### src/rtl/dbg_loader_if.sv
// rtl/dbg_loader_if.sv - byte stream in and debug memory bus out of the program loader
interface dbg_loader_if #(
  parameter int ADR_W = 32
);
  logic [7:0]       rx_data;
  logic             rx_valid;
  logic             rx_ready;
  logic             dbg_mem_op;
  logic [3:0]       dbg_wren;
  logic [ADR_W-1:0] dbg_adr;
  logic [31:0]      dbg_do;
  logic [31:0]      dbg_di;

  modport master (
    input  rx_data, rx_valid, dbg_di,
    output rx_ready, dbg_mem_op, dbg_wren, dbg_adr, dbg_do
  );

  modport slave (
    output rx_data, rx_valid, dbg_di,
    input  rx_ready, dbg_mem_op, dbg_wren, dbg_adr, dbg_do
  );
endinterface

### src/rtl/dbg_loader.sv
// rtl/dbg_loader.sv - framed byte stream to debug-bus word writes, holds the CPU in reset meanwhile
// Optional read-back check of every written word: DBG_LOADER_VERIFY_EN
module dbg_loader #(
  parameter int         ADR_W     = 32,
  parameter int         WR_CYCLES = 4,
  parameter logic [7:0] MAGIC     = 8'hA5,
  parameter bit         BOOT_WAIT = 1'b1
) (
  input  logic          clk,
  input  logic          n_reset,
  dbg_loader_if.master  bus,
  output logic          cpu_n_reset,
  output logic          busy,
  output logic          err
);

  typedef enum logic [3:0] {
    S_IDLE, S_HADR, S_HCNT, S_HFLG, S_DATA, S_WRITE, S_VRFY, S_DONE, S_ERR
  } state_t;

  localparam int CW = $clog2(WR_CYCLES + 1);

  state_t           state_q, state_d;
  logic [ADR_W-1:0] adr_q, adr_d;
  logic [31:0]      data_q, data_d;
  logic [15:0]      cnt_q, cnt_d;
  logic             flg_q, flg_d;
  logic [1:0]       idx_q, idx_d;
  logic [CW-1:0]    cyc_q, cyc_d;
  logic             rx_ready_q, rx_ready_d;
  logic             mem_op_q, mem_op_d;
  logic [3:0]       wren_q, wren_d;
  logic             busy_q, busy_d;
  logic             err_q, err_d;
  logic             cpu_q, cpu_d;
  logic             init_q, init_d;
  logic             hs;

  assign hs = bus.rx_valid & rx_ready_q;

  always_comb begin
    state_d = state_q;
    adr_d   = adr_q;
    data_d  = data_q;
    cnt_d   = cnt_q;
    flg_d   = flg_q;
    idx_d   = idx_q;
    cyc_d   = cyc_q;
    err_d   = err_q;
    cpu_d   = cpu_q;
    init_d  = 1'b1;

    unique case (state_q)
      S_IDLE: begin
        if (hs && bus.rx_data == MAGIC) begin
          state_d = S_HADR;
          idx_d   = 2'd0;
          err_d   = 1'b0;
          cpu_d   = 1'b0;
        end
      end
      S_HADR: begin
        if (hs) begin
          data_d = {bus.rx_data, data_q[31:8]};
          idx_d  = idx_q + 2'd1;
          if (idx_q == 2'd3) begin
            if (data_d[1:0] != 2'b00) begin
              state_d = S_ERR;
            end else begin
              adr_d   = data_d[ADR_W-1:0];
              state_d = S_HCNT;
            end
          end
        end
      end
      S_HCNT: begin
        if (hs) begin
          cnt_d = {bus.rx_data, cnt_q[15:8]};
          idx_d = idx_q + 2'd1;
          if (idx_q == 2'd1) begin
            idx_d   = 2'd0;
            state_d = S_HFLG;
          end
        end
      end
      S_HFLG: begin
        if (hs) begin
          flg_d   = bus.rx_data[0];
          state_d = (cnt_q == 16'd0) ? S_DONE : S_DATA;
        end
      end
      S_DATA: begin
        if (hs) begin
          data_d = {bus.rx_data, data_q[31:8]};
          idx_d  = idx_q + 2'd1;
          if (idx_q == 2'd3) begin
            cyc_d   = '0;
            state_d = S_WRITE;
          end
        end
      end
      // WR_CYCLES strobed cycles, then one idle cycle with the bus still owned
      S_WRITE: begin
        cyc_d = cyc_q + 1'b1;
        if (cyc_q == CW'(WR_CYCLES)) begin
          cyc_d = '0;
`ifdef DBG_LOADER_VERIFY_EN
          state_d = S_VRFY;
`else
          adr_d   = adr_q + ADR_W'(4);
          cnt_d   = cnt_q - 16'd1;
          state_d = (cnt_q == 16'd1) ? S_DONE : S_DATA;
`endif
        end
      end
      S_VRFY: begin
`ifdef DBG_LOADER_VERIFY_EN
        cyc_d = cyc_q + 1'b1;
        if (cyc_q == CW'(WR_CYCLES - 1)) begin
          cyc_d = '0;
          if (bus.dbg_di != data_q) begin
            state_d = S_ERR;
          end else begin
            adr_d   = adr_q + ADR_W'(4);
            cnt_d   = cnt_q - 16'd1;
            state_d = (cnt_q == 16'd1) ? S_DONE : S_DATA;
          end
        end
`else
        state_d = S_IDLE;
`endif
      end
      S_DONE: begin
        cpu_d   = flg_q;
        state_d = S_IDLE;
      end
      S_ERR: begin
        cpu_d   = 1'b0;
        state_d = S_IDLE;
      end
      default: state_d = S_IDLE;
    endcase

    // Without boot wait the CPU is let go on the first clock after reset
    if (!init_q && !BOOT_WAIT) cpu_d = 1'b1;
    if (state_d == S_ERR) err_d = 1'b1;

    rx_ready_d = state_d inside {S_IDLE, S_HADR, S_HCNT, S_HFLG, S_DATA};
    mem_op_d   = state_d inside {S_HADR, S_HCNT, S_HFLG, S_DATA, S_WRITE, S_VRFY};
    busy_d     = mem_op_d;
    wren_d     = (state_d == S_WRITE && cyc_d < CW'(WR_CYCLES)) ? 4'hF : 4'h0;
  end

  always_ff @(posedge clk or negedge n_reset) begin
    if (!n_reset) begin
      state_q    <= S_IDLE;
      adr_q      <= '0;
      data_q     <= '0;
      cnt_q      <= '0;
      flg_q      <= 1'b0;
      idx_q      <= '0;
      cyc_q      <= '0;
      rx_ready_q <= 1'b0;
      mem_op_q   <= 1'b0;
      wren_q     <= '0;
      busy_q     <= 1'b0;
      err_q      <= 1'b0;
      cpu_q      <= 1'b0;
      init_q     <= 1'b0;
    end else begin
      state_q    <= state_d;
      adr_q      <= adr_d;
      data_q     <= data_d;
      cnt_q      <= cnt_d;
      flg_q      <= flg_d;
      idx_q      <= idx_d;
      cyc_q      <= cyc_d;
      rx_ready_q <= rx_ready_d;
      mem_op_q   <= mem_op_d;
      wren_q     <= wren_d;
      busy_q     <= busy_d;
      err_q      <= err_d;
      cpu_q      <= cpu_d;
      init_q     <= init_d;
    end
  end

`ifndef DBG_LOADER_VERIFY_EN
  logic unused_di;
  assign unused_di = ^bus.dbg_di;
`endif

  assign bus.rx_ready   = rx_ready_q;
  assign bus.dbg_mem_op = mem_op_q;
  assign bus.dbg_wren   = wren_q;
  assign bus.dbg_adr    = adr_q;
  assign bus.dbg_do     = data_q;
  assign cpu_n_reset    = cpu_q;
  assign busy           = busy_q;
  assign err            = err_q;

endmodule

### src/flat_wrapper.sv
// flat-port wrapper written by rule: the top's interface ports become plain ports
module dbg_loader_flat 
#(
  parameter int         ADR_W     = 32,
  parameter int         WR_CYCLES = 4,
  parameter logic [7:0] MAGIC     = 8'hA5,
  parameter bit         BOOT_WAIT = 1'b1
)
  (clk, n_reset, cpu_n_reset, busy, err, bus_rx_data, bus_rx_valid, bus_dbg_di, bus_rx_ready, bus_dbg_mem_op, bus_dbg_wren, bus_dbg_adr, bus_dbg_do);
  dbg_loader_if #(.ADR_W(ADR_W)) bus_i ();
  input  logic clk;
  input  logic n_reset;
  output logic cpu_n_reset;
  output logic busy;
  output logic err;
  input wire logic [$bits(bus_i.rx_data)-1:0] bus_rx_data;
  input wire logic [$bits(bus_i.rx_valid)-1:0] bus_rx_valid;
  input wire logic [$bits(bus_i.dbg_di)-1:0] bus_dbg_di;
  output wire logic [$bits(bus_i.rx_ready)-1:0] bus_rx_ready;
  output wire logic [$bits(bus_i.dbg_mem_op)-1:0] bus_dbg_mem_op;
  output wire logic [$bits(bus_i.dbg_wren)-1:0] bus_dbg_wren;
  output wire logic [$bits(bus_i.dbg_adr)-1:0] bus_dbg_adr;
  output wire logic [$bits(bus_i.dbg_do)-1:0] bus_dbg_do;
  assign bus_i.rx_data = bus_rx_data;
  assign bus_i.rx_valid = bus_rx_valid;
  assign bus_i.dbg_di = bus_dbg_di;
  assign bus_rx_ready = bus_i.rx_ready;
  assign bus_dbg_mem_op = bus_i.dbg_mem_op;
  assign bus_dbg_wren = bus_i.dbg_wren;
  assign bus_dbg_adr = bus_i.dbg_adr;
  assign bus_dbg_do = bus_i.dbg_do;
  dbg_loader #(.ADR_W(ADR_W), .WR_CYCLES(WR_CYCLES), .MAGIC(MAGIC), .BOOT_WAIT(BOOT_WAIT)) u_core (.clk(clk), .n_reset(n_reset), .bus(bus_i), .cpu_n_reset(cpu_n_reset), .busy(busy), .err(err));
endmodule
### config.mk
export PLATFORM = sky130hd
export DESIGN_NAME = dbg_loader_flat
export DESIGN_NICKNAME = d
export VERILOG_FILES = /design/src/rtl/dbg_loader_if.sv /design/src/rtl/dbg_loader.sv /design/src/flat_wrapper.sv
export SDC_FILE = /design/constraint.sdc
export NUM_CORES = 1
export LEC_CHECK = 0
export CORE_MARGIN = 5
export CORE_UTILIZATION = 40
export CTS_BUF_LIST = sky130_fd_sc_hd__clkbuf_8
export DETAILED_ROUTE_END_ITERATION = 12
export PLACE_DENSITY_LB_ADDON = 0.1
export SLEW_MARGIN = 40
export SYNTH_ARGS = -nofsm -noshare
export SYNTH_HDL_FRONTEND = slang
export SYNTH_SLANG_ARGS = --single-unit
export TNS_END_PERCENT = 50
### constraint.sdc
create_clock -name clk -period 2.7 [get_ports clk]
set_input_delay 0.81 -clock clk [delete_from_list [all_inputs] [get_ports clk]]
set_output_delay 0.81 -clock clk [all_outputs]
set_load 0.01 [all_outputs]
Yosys cells after proc, flatten, opt, wreduce, memory -nomap -nowiden
Index checks and enable logic that the tools add are counted.
{"block": "totals", "register_bits": 98, "latch_bits": 0, "ram_bits": 0, "mem_bits_ro": 0, "input_bits": 43, "output_inout_bits": 73, "mem_count": 0}
{"block": "classes", "addsub": 4, "n_mul": 0, "n_div": 0, "order_cmp": 1, "n_eq_ne": 26, "shift": 0, "muxes": 35, "n_bitwise": 1, "reduce_logical": 22}
{"op": "two-way mux 32 bit", "count": 4}
{"op": "case mux 32 bit (2 select lines)", "count": 1}
{"op": "two-way mux 4 bit", "count": 11}
{"op": "adder 32 x 3 -> 32 bit (second input constant)", "count": 1}
{"op": "two-way mux 16 bit", "count": 2}
{"op": "case mux 16 bit (2 select lines)", "count": 1}
{"op": "== test 4 x 3 -> 1 bit (second input constant)", "count": 6}
{"op": "case mux 4 bit (6 select lines)", "count": 1}
{"op": "== test 16 x 1 -> 1 bit (second input constant)", "count": 1}
{"op": "== test 4 x 2 -> 1 bit (second input constant)", "count": 4}
{"op": "logical NOT 16 bit", "count": 1}
{"op": "subtractor 16 x 1 -> 16 bit (second input constant)", "count": 1}
{"op": "two-way mux 2 bit", "count": 6}
{"op": "inequality test 2 x 1 -> 1 bit (second input constant)", "count": 6}
{"op": "nonzero test 2 bit", "count": 5}
{"op": "two-way mux 3 bit", "count": 3}
{"op": "== test 4 x 1 -> 1 bit (second input constant)", "count": 2}
{"op": "== test 4 bit (second input constant)", "count": 2}
{"op": "== test 8 bit (second input constant)", "count": 1}
{"op": "logical NOT 4 bit", "count": 2}
{"op": "AND reduction 2 bit", "count": 4}
{"op": "case mux 2 bit (3 select lines)", "count": 1}
{"op": "case mux 3 bit (2 select lines)", "count": 1}
{"op": "nonzero test 3 bit", "count": 2}
{"op": "17 further kinds", "count": 20}

Longest topological paths before layout
Gate-level depths: netlist of the first run.
{"block": "logic_depth", "ltp_word": 8, "ltp_mapped": 9}

Worst setup path before layout of the first run
Ideal clock, no wire load.
{"block": "synth_path", "path_type": "input-to-reg", "from": "in bus_rx_valid", "to": "reg u_core.mem_op_q (netlist: u_core.bus.dbg_mem_op)", "setup_time_ps": 119, "t_arrival_ps": 1960, "required_ps": 2581, "path_slack_ps": 621, "stages": 6, "path_cell_list": "and2_0 -> a32o_1 -> a22oi_1 -> nand3_2 -> or2_2 -> o21a_1"}
{"block": "synth_via", "elab_chain_cells": 6, "word_cells_on_any_way": 15, "cone_classes": "6 x eq/ne; 6 x mux; 1 x bitwise; 2 x reduce/logical"}
{"item": "start, declared", "line": "flat_wrapper.sv:17", "rtl": "input wire logic [$bits(bus_i.rx_valid)-1:0] bus_rx_valid;"}
{"item": "AND 1 bit *", "line": "dbg_loader.sv:39", "rtl": "assign hs = bus.rx_valid & rx_ready_q;"}
{"item": "logical AND 1 bit", "line": "dbg_loader.sv:55", "rtl": "if (hs && bus.rx_data == MAGIC) begin"}
{"item": "two-way mux 4 bit", "line": "dbg_loader.sv:55"}
{"item": "case mux 4 bit (6 select lines) *", "line": "dbg_loader.sv:53", "rtl": "unique case (state_q)"}
{"item": "net u_core.state_d[0]", "line": "dbg_loader.sv:23", "rtl": "state_t state_q, state_d;"}
{"item": "== test 4 x 1 -> 1 bit, or another cell as far along", "line": "dbg_loader.sv:149", "rtl": "mem_op_d = state_d inside {S_HADR, S_HCNT, S_HFLG, S_DATA, S_WRITE, S_VRFY};"}
{"item": "nonzero test 6 bit *", "line": "dbg_loader.sv:149"}
{"item": "net u_core.busy_d", "line": "dbg_loader.sv:33", "rtl": "logic busy_q, busy_d;"}
{"item": "end signal, assigned", "line": "dbg_loader.sv:179", "rtl": "mem_op_q <= mem_op_d;"}
{"item": "end, declared", "line": "dbg_loader.sv:31", "rtl": "logic mem_op_q, mem_op_d;"}
Mark *: on every way through the listed nets, which the timed path passes. The rest lies on a longest branch.
A chain may end at the register's enable or synchronous reset.

Worst setup path in the final report of the first run
{"block": "layout_path", "from": "in bus_rx_valid", "to": "reg u_core.adr_q[22] (netlist: u_core.bus.dbg_adr[22])"}
{"block": "layout_via", "elab_chain_cells": 3}
{"item": "AND 1 bit", "line": "dbg_loader.sv:39"}
{"item": "inequality test 2 x 1 -> 1 bit (no source line)"}
{"item": "AND reduction 5 bit (no source line)"}
{"item": "end signal, assigned", "line": "dbg_loader.sv:172", "rtl": "adr_q <= adr_d;"}
{"item": "end, declared", "line": "dbg_loader.sv:24", "rtl": "logic [ADR_W-1:0] adr_q, adr_d;"}
Every way passes these cells.

==> out/qor.csv, run 1 <==
stage,metric,value,unit
cells_and_area,layout-drive-gt1-share,15.69,%
power_and_ir_drop,post-layout-total-power,0.007118,W
setup_path,timing.critical_path.cells,clkdlybuf4s50_1 -> nand3_1 -> nor4_4 -> nand2b_1 -> buf_12 -> o21ai_0 -> nor2b_1 -> a21oi_1,
timing,grt_setup_unrepaired,no,
setup_path,delay_of_the_slowest_cell_on_the_worst_path,0.56,ns
logic_synthesis,ys.flop_type,dfrtp_1,
cts,cts_tree,done,
setup_path,crit_arrival,2.70,ns
global_routing,first_global_vias,4430,
logic_synthesis,syn-cell-area,0.005087,mm^2
detailed_routing,drt-initial-drc-count,298,
detailed_routing,detail_route.wirelength,14350,um
detailed_routing,post_drt_via_cell_ratio,5.609,
cts,cts_inserted_buffers,9,
global_routing,first_pass_grt_wire_length,23230,um
place,dp_hpwl,10060,um
place,port_buffers,83,
logic_synthesis,async_reset_ff_share,100.0,%
power_and_ir_drop,power.combinational.fraction,45.5,%
die,rows,41,
logic_synthesis,syn_nets,587,
die,floorplan.die.width,122.8,um
run_status,result_of_the_run,completed,
setup_path,cp_max_fo,19,
setup_path,critical_path.startpoint_type,input pin,
power_and_ir_drop,switching_power,0.002827,W
setup_path,r2r_setup_slack,0.39,ns
cts,cts.path.max_buffers,2,
cts,cts_max_level,3,
cts,postCtsHoldBufs,0,
global_routing,grt_remaining_overflow,0,
cts,clock-sinks,95,
cts,insertion_delay,0.38,ns
logic_synthesis,sequential_fraction_of_the_synthesis_area,46.73,%
cells_and_area,instances_no_fill,803,
cts,root_buffer,clkbuf_8,
global_routing,antenna_found_initial,0,
cts,clk_pin_slew,0.10,ns
cells_and_area,layout.nets,678,
detailed_routing,antenna_left,0,
power_and_ir_drop,power_density_over_the_cells,1100,mW/mm^2
hold_path,min_path_type,in2async,
die,fp.dieArea,0.01507,mm^2
logic_synthesis,synth_enable_flop_cells,0,
timing,ratio_of_final_minimum_period_to_clock_period,88.84,%
cts,cts_repair_resize_count,0,
detailed_routing,wl_per_cell,17.87,um
timing,setup_viol,0,
setup_path,crit_slowest_cell,clkdlybuf4s50_1,
cells_and_area,n_antenna_cell,0,
power_and_ir_drop,lkg_pwr,2.661,nW
timing,fin_hold_ws,0.3811,ns
die,design.core.area,0.01257,mm^2
place,place_inst,787,
timing,layout_min_cycle_time,2.399,ns
die,pin_count,116,
setup_path,critPathTopFamily,simple AND/OR/NAND/NOR gates,
die,fp.dieH,122.8,um
timing,max_slew.worst_pin.slew,0.6677,ns
timing,maxSlewHeadroom,55.12,%
power_and_ir_drop,power_report.internal_total,0.004291,W
setup_path,timing.setup.critical_path_class,in2reg,
setup_path,critPathCaptureType,flip-flop,
detailed_routing,via_count,4504,
power_and_ir_drop,switching_power_share_of_the_total,39.72,%
logic_synthesis,ys_ff_latch,95,
setup_path,worst_r2r_path_depth,7,
global_routing,grt_usage,19.70,%
logic_synthesis,syn_area_per_cell,9.509,um^2
timing,slew_viol_final,0,
setup_path,cp_data_required_time,3.00,ns
global_routing,grt_start_max_net_pins,50,
setup_path,crit_cells,8,
cts,cts_post_setup_buffers_inserted,0,
timing,achievable_freq,416.9,MHz
detailed_routing,post-route-drc-count,0,
logic_synthesis,number_of_distinct_library_cells_after_synthesis,63,
setup_path,cp.buffers_inverters,2,
power_and_ir_drop,peakVddDrop,563.7,uV
timing,clock_skew,0.01078,ns
die,initial_core_utilization,40.48,%
job,drv.max_cap_violation_count,0,
cells_and_area,area_growth,27.23,%
detailed_routing,drt-pass1-iter-count,6,
timing,timing.final.hold_violations,0,
power_and_ir_drop,clock_power_share,15.2,%
logic_synthesis,synth-warning-count,0,
power_and_ir_drop,power.sequential.fraction,39.3,%
place,gpl.final_weighted_congestion,0.7873,
logic_synthesis,cells_after_synthesis,535,
[per-layer routing]
| metal | wire (um) | share of wire (%) | GRT usage (%) | up-vias |
|---|---|---|---|---|
| met4 | 278 | 1.9 | 7.208 | 0 |
| met5 | 0 | 0 | 0 | - |
| li1 | - | - | - | 2148 |
| met3 | 742 | 5.2 | 4.055 | 20 |
| met2 | 6865 | 48 | 31.98 | 119 |
| met1 | 6462 | 45 | 26.04 | 2217 |
[cell usage after synthesis, types with 8 or more instances]
cell type	n	share of area, %
o22ai_1	10	1.2
nor3_1	14	1.4
a31oi_1	8	0.98
inv_1	9	0.66
ha_1	9	2.2
nand2_1	47	3.5
dfrtp_1	95	47
nor2_1	38	2.8
buf_2	11	1.1
clkbuf_1	17	1.3
o22a_1	8	1.4
nand3_1	26	2.6
buf_4	10	1.5
a21oi_1	60	5.9
mux2_2	32	7.1
o21ai_0	47	4.6
[per-stage QoR]
| step | setup TNS (ns) | instance area, um^2 | setup WS [ns] | util [%] |
|---|---|---|---|---|
| CTS | 0 | 6472 | 0.3075 | 51.50 |
| global placement | -0.2700 | 6248 | -0.06150 | 49.72 |
| detailed placement | -0.3618 | 6248 | -0.06927 | 49.72 |
| finish | 0 | 6472 | 0.3012 | 51.50 |
| global route | 0 | 6472 | 0.1500 | 51.50 |
| floorplan | 0 | 5087 | 0.6210 | - |
[final cells by class]
cell class / instances / area, um^2
inverters: 9 / 33.78
multi-input cells: 391 / 2466
repair buffers: 120 / 1156
clock inverters: 5 / 72.57
flip-flops and latches: 95 / 2377
well taps: 172 / 215.2
clock buffers: 11 / 151.4
fillers: 1200 / 6096
[cells in the final DEF, fill, tap and decap left out, types with 2 or more instances in the layout]
master	instances
clkdlybuf4s50_1	82
nor4bb_1	2
a31oi_1	8
nand2_1	47
o21a_1	2
inv_1	11
o21ai_0	47
ha_1	9
nand4_1	6
o32ai_1	3
and4_1	5
and2_1	3
mux2_2	32
and3_1	5
nor2_1	38
clkbuf_8	11
nor3_1	14
o22ai_1	10
buf_4	34
a22o_1	2
xnor2_1	2
nor2b_1	4
or3_1	6
a41oi_1	2
a2bb2oi_1	5
buf_12	4
a21o_1	3
bufinv_16	2
nor4_1	3
dfrtp_1	95
a22oi_1	6
o22a_1	8
a21oi_1	60
or2_2	2
nand2b_1	2
o31ai_1	3
nand3_1	26
[cell families after synthesis]
kind of cell	count (synthesis)	synth area share, %
xor gates and xnor gates	2	0.3444
buffers and inverters	49	4.796
adders and majority gates	9	2.214
and+or+nand+nor	177	18.35
muxes	34	7.501
AOI/OAI and AO/OA	169	20.07
DFF	95	46.73
[registers in the layout, summed over array words and instances (netlist names)]
| register | flops |
|---|---|
| u_core.bus.dbg_wren | 1 |
| u_core.bus.rx_ready | 1 |
| u_core.bus.dbg_adr | 32 |
| u_core.cyc_q | 3 |
| u_core.err | 1 |
| u_core.cnt_q | 16 |
| u_core.idx_q | 2 |
| u_core.bus.dbg_do | 32 |
| u_core.state_q | 4 |
| u_core.flg_q | 1 |
| u_core.bus.dbg_mem_op | 1 |
| u_core.cpu_n_reset | 1 |
[power groups by stage]
stage,sequential [W],clock (W),combinational [W]
after floorplan,0.00277,0,0.00168
after global placement,0.00279,0,0.00319
after detailed placement,0.00281,0,0.00325
after CTS,0.00280,0.00111,0.00327
after global routing,0.00291,0.00116,0.00356
final,0.00280,0.00108,0.00324
[path summary, 6_finish.rpt]
| check | start | end |
|---|---|---|
| setup / recovery | bus_rx_valid | u_core.bus.dbg_adr[22] |
| min in group clk | u_core.err | u_core.err |
| max in group asynchronous | n_reset | u_core.bus.dbg_adr[16] |
| hold reg to reg | u_core.err | u_core.err |
| hold / removal | n_reset | u_core.bus.dbg_wren[2] |
| setup reg to reg | u_core.state_q[0] | u_core.bus.dbg_adr[22] |
Note: power is estimated with default switching activity, not from simulation.
==> inputs of run 2 (changes only) <==
ABC_AREA = 1   (was unset)
PLACE_DENSITY = 0.75   (was unset)
PLACE_DENSITY_LB_ADDON = unset   (was 0.1)
==> run 2 against run 1 <==
  * Clock skew is 0.0042 ns higher
  * Worst hold slack improved by 0.022 ns
  * Via count grew 16%
  * Largest cell class unchanged
  * Setup slack improved by 0.092 ns
==> out/qor.csv, run 2 <==
stage,metric,value,unit
run_status,result_of_the_run,completed,
detailed_routing,drt-pass1-iter-count,5,
place,place_inst,1029,
die,initial_core_utilization,40.37,%
global_routing,first_global_vias,5017,
logic_synthesis,cells_after_synthesis,779,
setup_path,critical_path.startpoint_type,flip-flop,
logic_synthesis,syn_nets,831,
cells_and_area,postLayoutCellArea,0.006764,mm^2
place,port_buffers,83,
place,dp_hpwl,11650,um
cells_and_area,layout.cells.most_common,nand2_1,
global_routing,grt_remaining_overflow,0,
setup_path,cp_max_fo,6,
timing,setup_viol,0,
power_and_ir_drop,lkg_pwr,3.112,nW
detailed_routing,post_drt_via_cell_ratio,5.006,
timing,slew_viol_final,0,
cts,clk_pin_slew,0.11,ns
global_routing,first_pass_grt_wire_length,25560,um
logic_synthesis,post_synth_mux_area_share,0.2025,%
place,gpl.final_weighted_congestion,0.9662,
setup_path,cp.buffers_inverters,1,
power_and_ir_drop,switching_power,0.0007317,W
cts,insertion_delay,0.39,ns
job,drv.max_cap_violation_count,0,
timing,timing.final.hold_violations,0,
setup_path,timing.critical_path.cells,clkdlybuf4s50_1,
cells_and_area,final_cell_mix,"nand2_1, nor2_1, inv_1, dfrtp_1",
logic_synthesis,synth_compound_area_share,14.47,%
cells_and_area,instances_no_fill,1045,
detailed_routing,via_count,5231,
cells_and_area,layout-drive-gt1-share,6.243,%
setup_path,timing.setup.critical_path_class,reg2out,
power_and_ir_drop,power_report.internal_total,0.001997,W
timing,maxSlewHeadroom,52.74,%
setup_path,critPathCaptureType,output pin,
timing,max_slew.worst_pin.slew,0.7078,ns
cts,postCtsHoldBufs,0,
cells_and_area,n_antenna_cell,0,
die,pin_count,116,
logic_synthesis,synth.top_cells.by_count,"nand2_1, nor2_1, dfrtp_1, inv_1, o21ai_0",
logic_synthesis,syn_area_per_cell,7.138,um^2
detailed_routing,drt-initial-drc-count,446,
cts,cts_repair_resize_count,0,
setup_path,delay_of_the_slowest_cell_on_the_worst_path,0.60,ns
cts,cts_inserted_buffers,9,
timing,layout_min_cycle_time,2.306,ns
cts,cts_tree,done,
hold_path,min_path_type,in2async,
die,rows,43,
logic_synthesis,synth_xor_area_share,1.260,%
logic_synthesis,number_of_distinct_library_cells_after_synthesis,38,
logic_synthesis,async_reset_ff_share,100.0,%
timing,final.setup.tns,0,ns
logic_synthesis,synth_fa_ha_area_share,2.025,%
power_and_ir_drop,power_density_over_the_cells,403.3,mW/mm^2
cts,clock-sinks,95,
setup_path,crit_slowest_cell,clkdlybuf4s50_1,
logic_synthesis,yosys.area_share.simple,29.48,%
logic_synthesis,synth_top_cells_by_area,"dfrtp_1, nand2_1, nor2_1",
power_and_ir_drop,clock_power_share,36.7,%
setup_path,crit_arrival,1.50,ns
power_and_ir_drop,switching_power_share_of_the_total,26.82,%
place,placedInstanceArea,0.006560,mm^2
cells_and_area,layout.core_utilization,49.11,%
cts,cts.path.max_buffers,2,
power_and_ir_drop,peakVddDrop,288.3,uV
setup_path,critPathTopFamily,buffers and inverters,
logic_synthesis,ys_ff_latch,95,
timing,fin_hold_ws,0.4027,ns
detailed_routing,post-route-drc-count,0,
logic_synthesis,synth_enable_flop_cells,0,
global_routing,antenna_found_initial,0,
die,floorplan.die.width,127.9,um
logic_synthesis,yosys.area.top_type_share,42.75,%
global_routing,grt_usage,19.53,%
logic_synthesis,syn-cell-area,0.005560,mm^2
logic_synthesis,combinational_family_with_the_most_area_after_synthesis,simple AND/OR/NAND/NOR gates,
cts,root_buffer,clkbuf_8,
cts,cts_max_level,3,
logic_synthesis,ys.flop_type,dfrtp_1,
cells_and_area,layout.nets,912,
die,fp.dieArea,0.01636,mm^2
logic_synthesis,synth-warning-count,0,
power_and_ir_drop,power.combinational.fraction,8.4,%
global_routing,grt_start_max_net_pins,44,
setup_path,cp_data_required_time,1.89,ns
power_and_ir_drop,power.sequential.fraction,54.9,%
timing,clock_skew,0.01494,ns
logic_synthesis,most_instantiated_library_cell_after_synthesis,nand2_1,
cts,cts_post_setup_buffers_inserted,0,
detailed_routing,detail_route.wirelength,15530,um
timing,ratio_of_final_minimum_period_to_clock_period,85.42,%
timing,achievable_freq,433.6,MHz
timing,grt_setup_unrepaired,no,
detailed_routing,wl_per_cell,14.86,um
detailed_routing,antenna_left,0,
die,fp.dieH,127.9,um
logic_synthesis,sequential_fraction_of_the_synthesis_area,42.75,%
cells_and_area,area_growth,21.65,%
logic_synthesis,yosysTopAreaCell,dfrtp_1,
die,design.core.area,0.01377,mm^2
run 2: final timing paths:
kind / startpoint / endpoint / slack [ns] / cells after the start
min in group clk: u_core.err / u_core.err / 0.49 / 2
min reg2reg: u_core.err / u_core.err / 0.49 / 2
min: n_reset / u_core.bus.dbg_adr[2] / 0.40 / 1
max reg2reg: u_core.state_q[3] / u_core.bus.dbg_adr[16] / 0.73 / 9
max: u_core.bus.dbg_adr[21] / bus_dbg_adr[21] / 0.39 / 1
max in group asynchronous: n_reset / u_core.bus.dbg_do[20] / 1.65 / 2
run 2: power by group through the flow:
stage	sequential, W	clock (W)	combinational [W]
after global routing	0.00151	0.00108	0.000261
after global placement	0.00153	0	0.000227
after CTS	0.00150	0.00103	0.000232
after floorplan	0.00153	0	0.0000934
final	0.00150	0.00100	0.000228
after detailed placement	0.00153	0	0.000231
run 2: layout make-up:
class,count,area (um^2)
Tap cell,180,225.2
Clock inverter,7,80.08
Inverter,99,374.1
Multi-Input combinational cell,558,2638
Timing Repair Buffer,97,945.9
Sequential cell,95,2377
Clock buffer,9,123.9
Fill cell,1391,7009
run 2: stage by stage:
| stage | total power (W) | worst slack [ns] |
|---|---|---|
| 2_1_floorplan | 0.001619 | 0.8764 |
| 3_3_place_gp | 0.001752 | 0.1313 |
| 3_5_place_dp | 0.001758 | 0.07541 |
| 4_1_cts | 0.002758 | 0.3869 |
| 5_1_grt | 0.002848 | 0.2624 |
| 6_report | 0.002728 | 0.3937 |
run 2: metal layers:
layer  vias up  share of wire [%]  track usage (%)
met5         -                  0                0
met4         0                1.6            5.056
met3        28                5.5            4.583
met2       151                 48            32.50
met1      2399                 45            25.68
li1       2653                  -                -
run 2: cell families (layout without fill, tap and decap cells):
| family | count (synthesis) | after routing |
|---|---|---|
| AO/OA/AOI/OAI | 147 | 147 |
| XOR/XNOR | 8 | 8 |
| adder cells (fa/ha/maj) | 9 | 9 |
| buffers and inverters | 126 | 212 |
| flip-flops | 95 | 95 |
| multiplexers | 1 | 1 |
| AND/OR/NAND/NOR | 393 | 393 |
==> inputs of run 3 (changes only) <==
ABC_CLOCK_PERIOD_IN_PS = 2700   (was unset)
==> results of run 3 <==
Same layout as run 2: the final DEF is identical, and so are final timing and power.
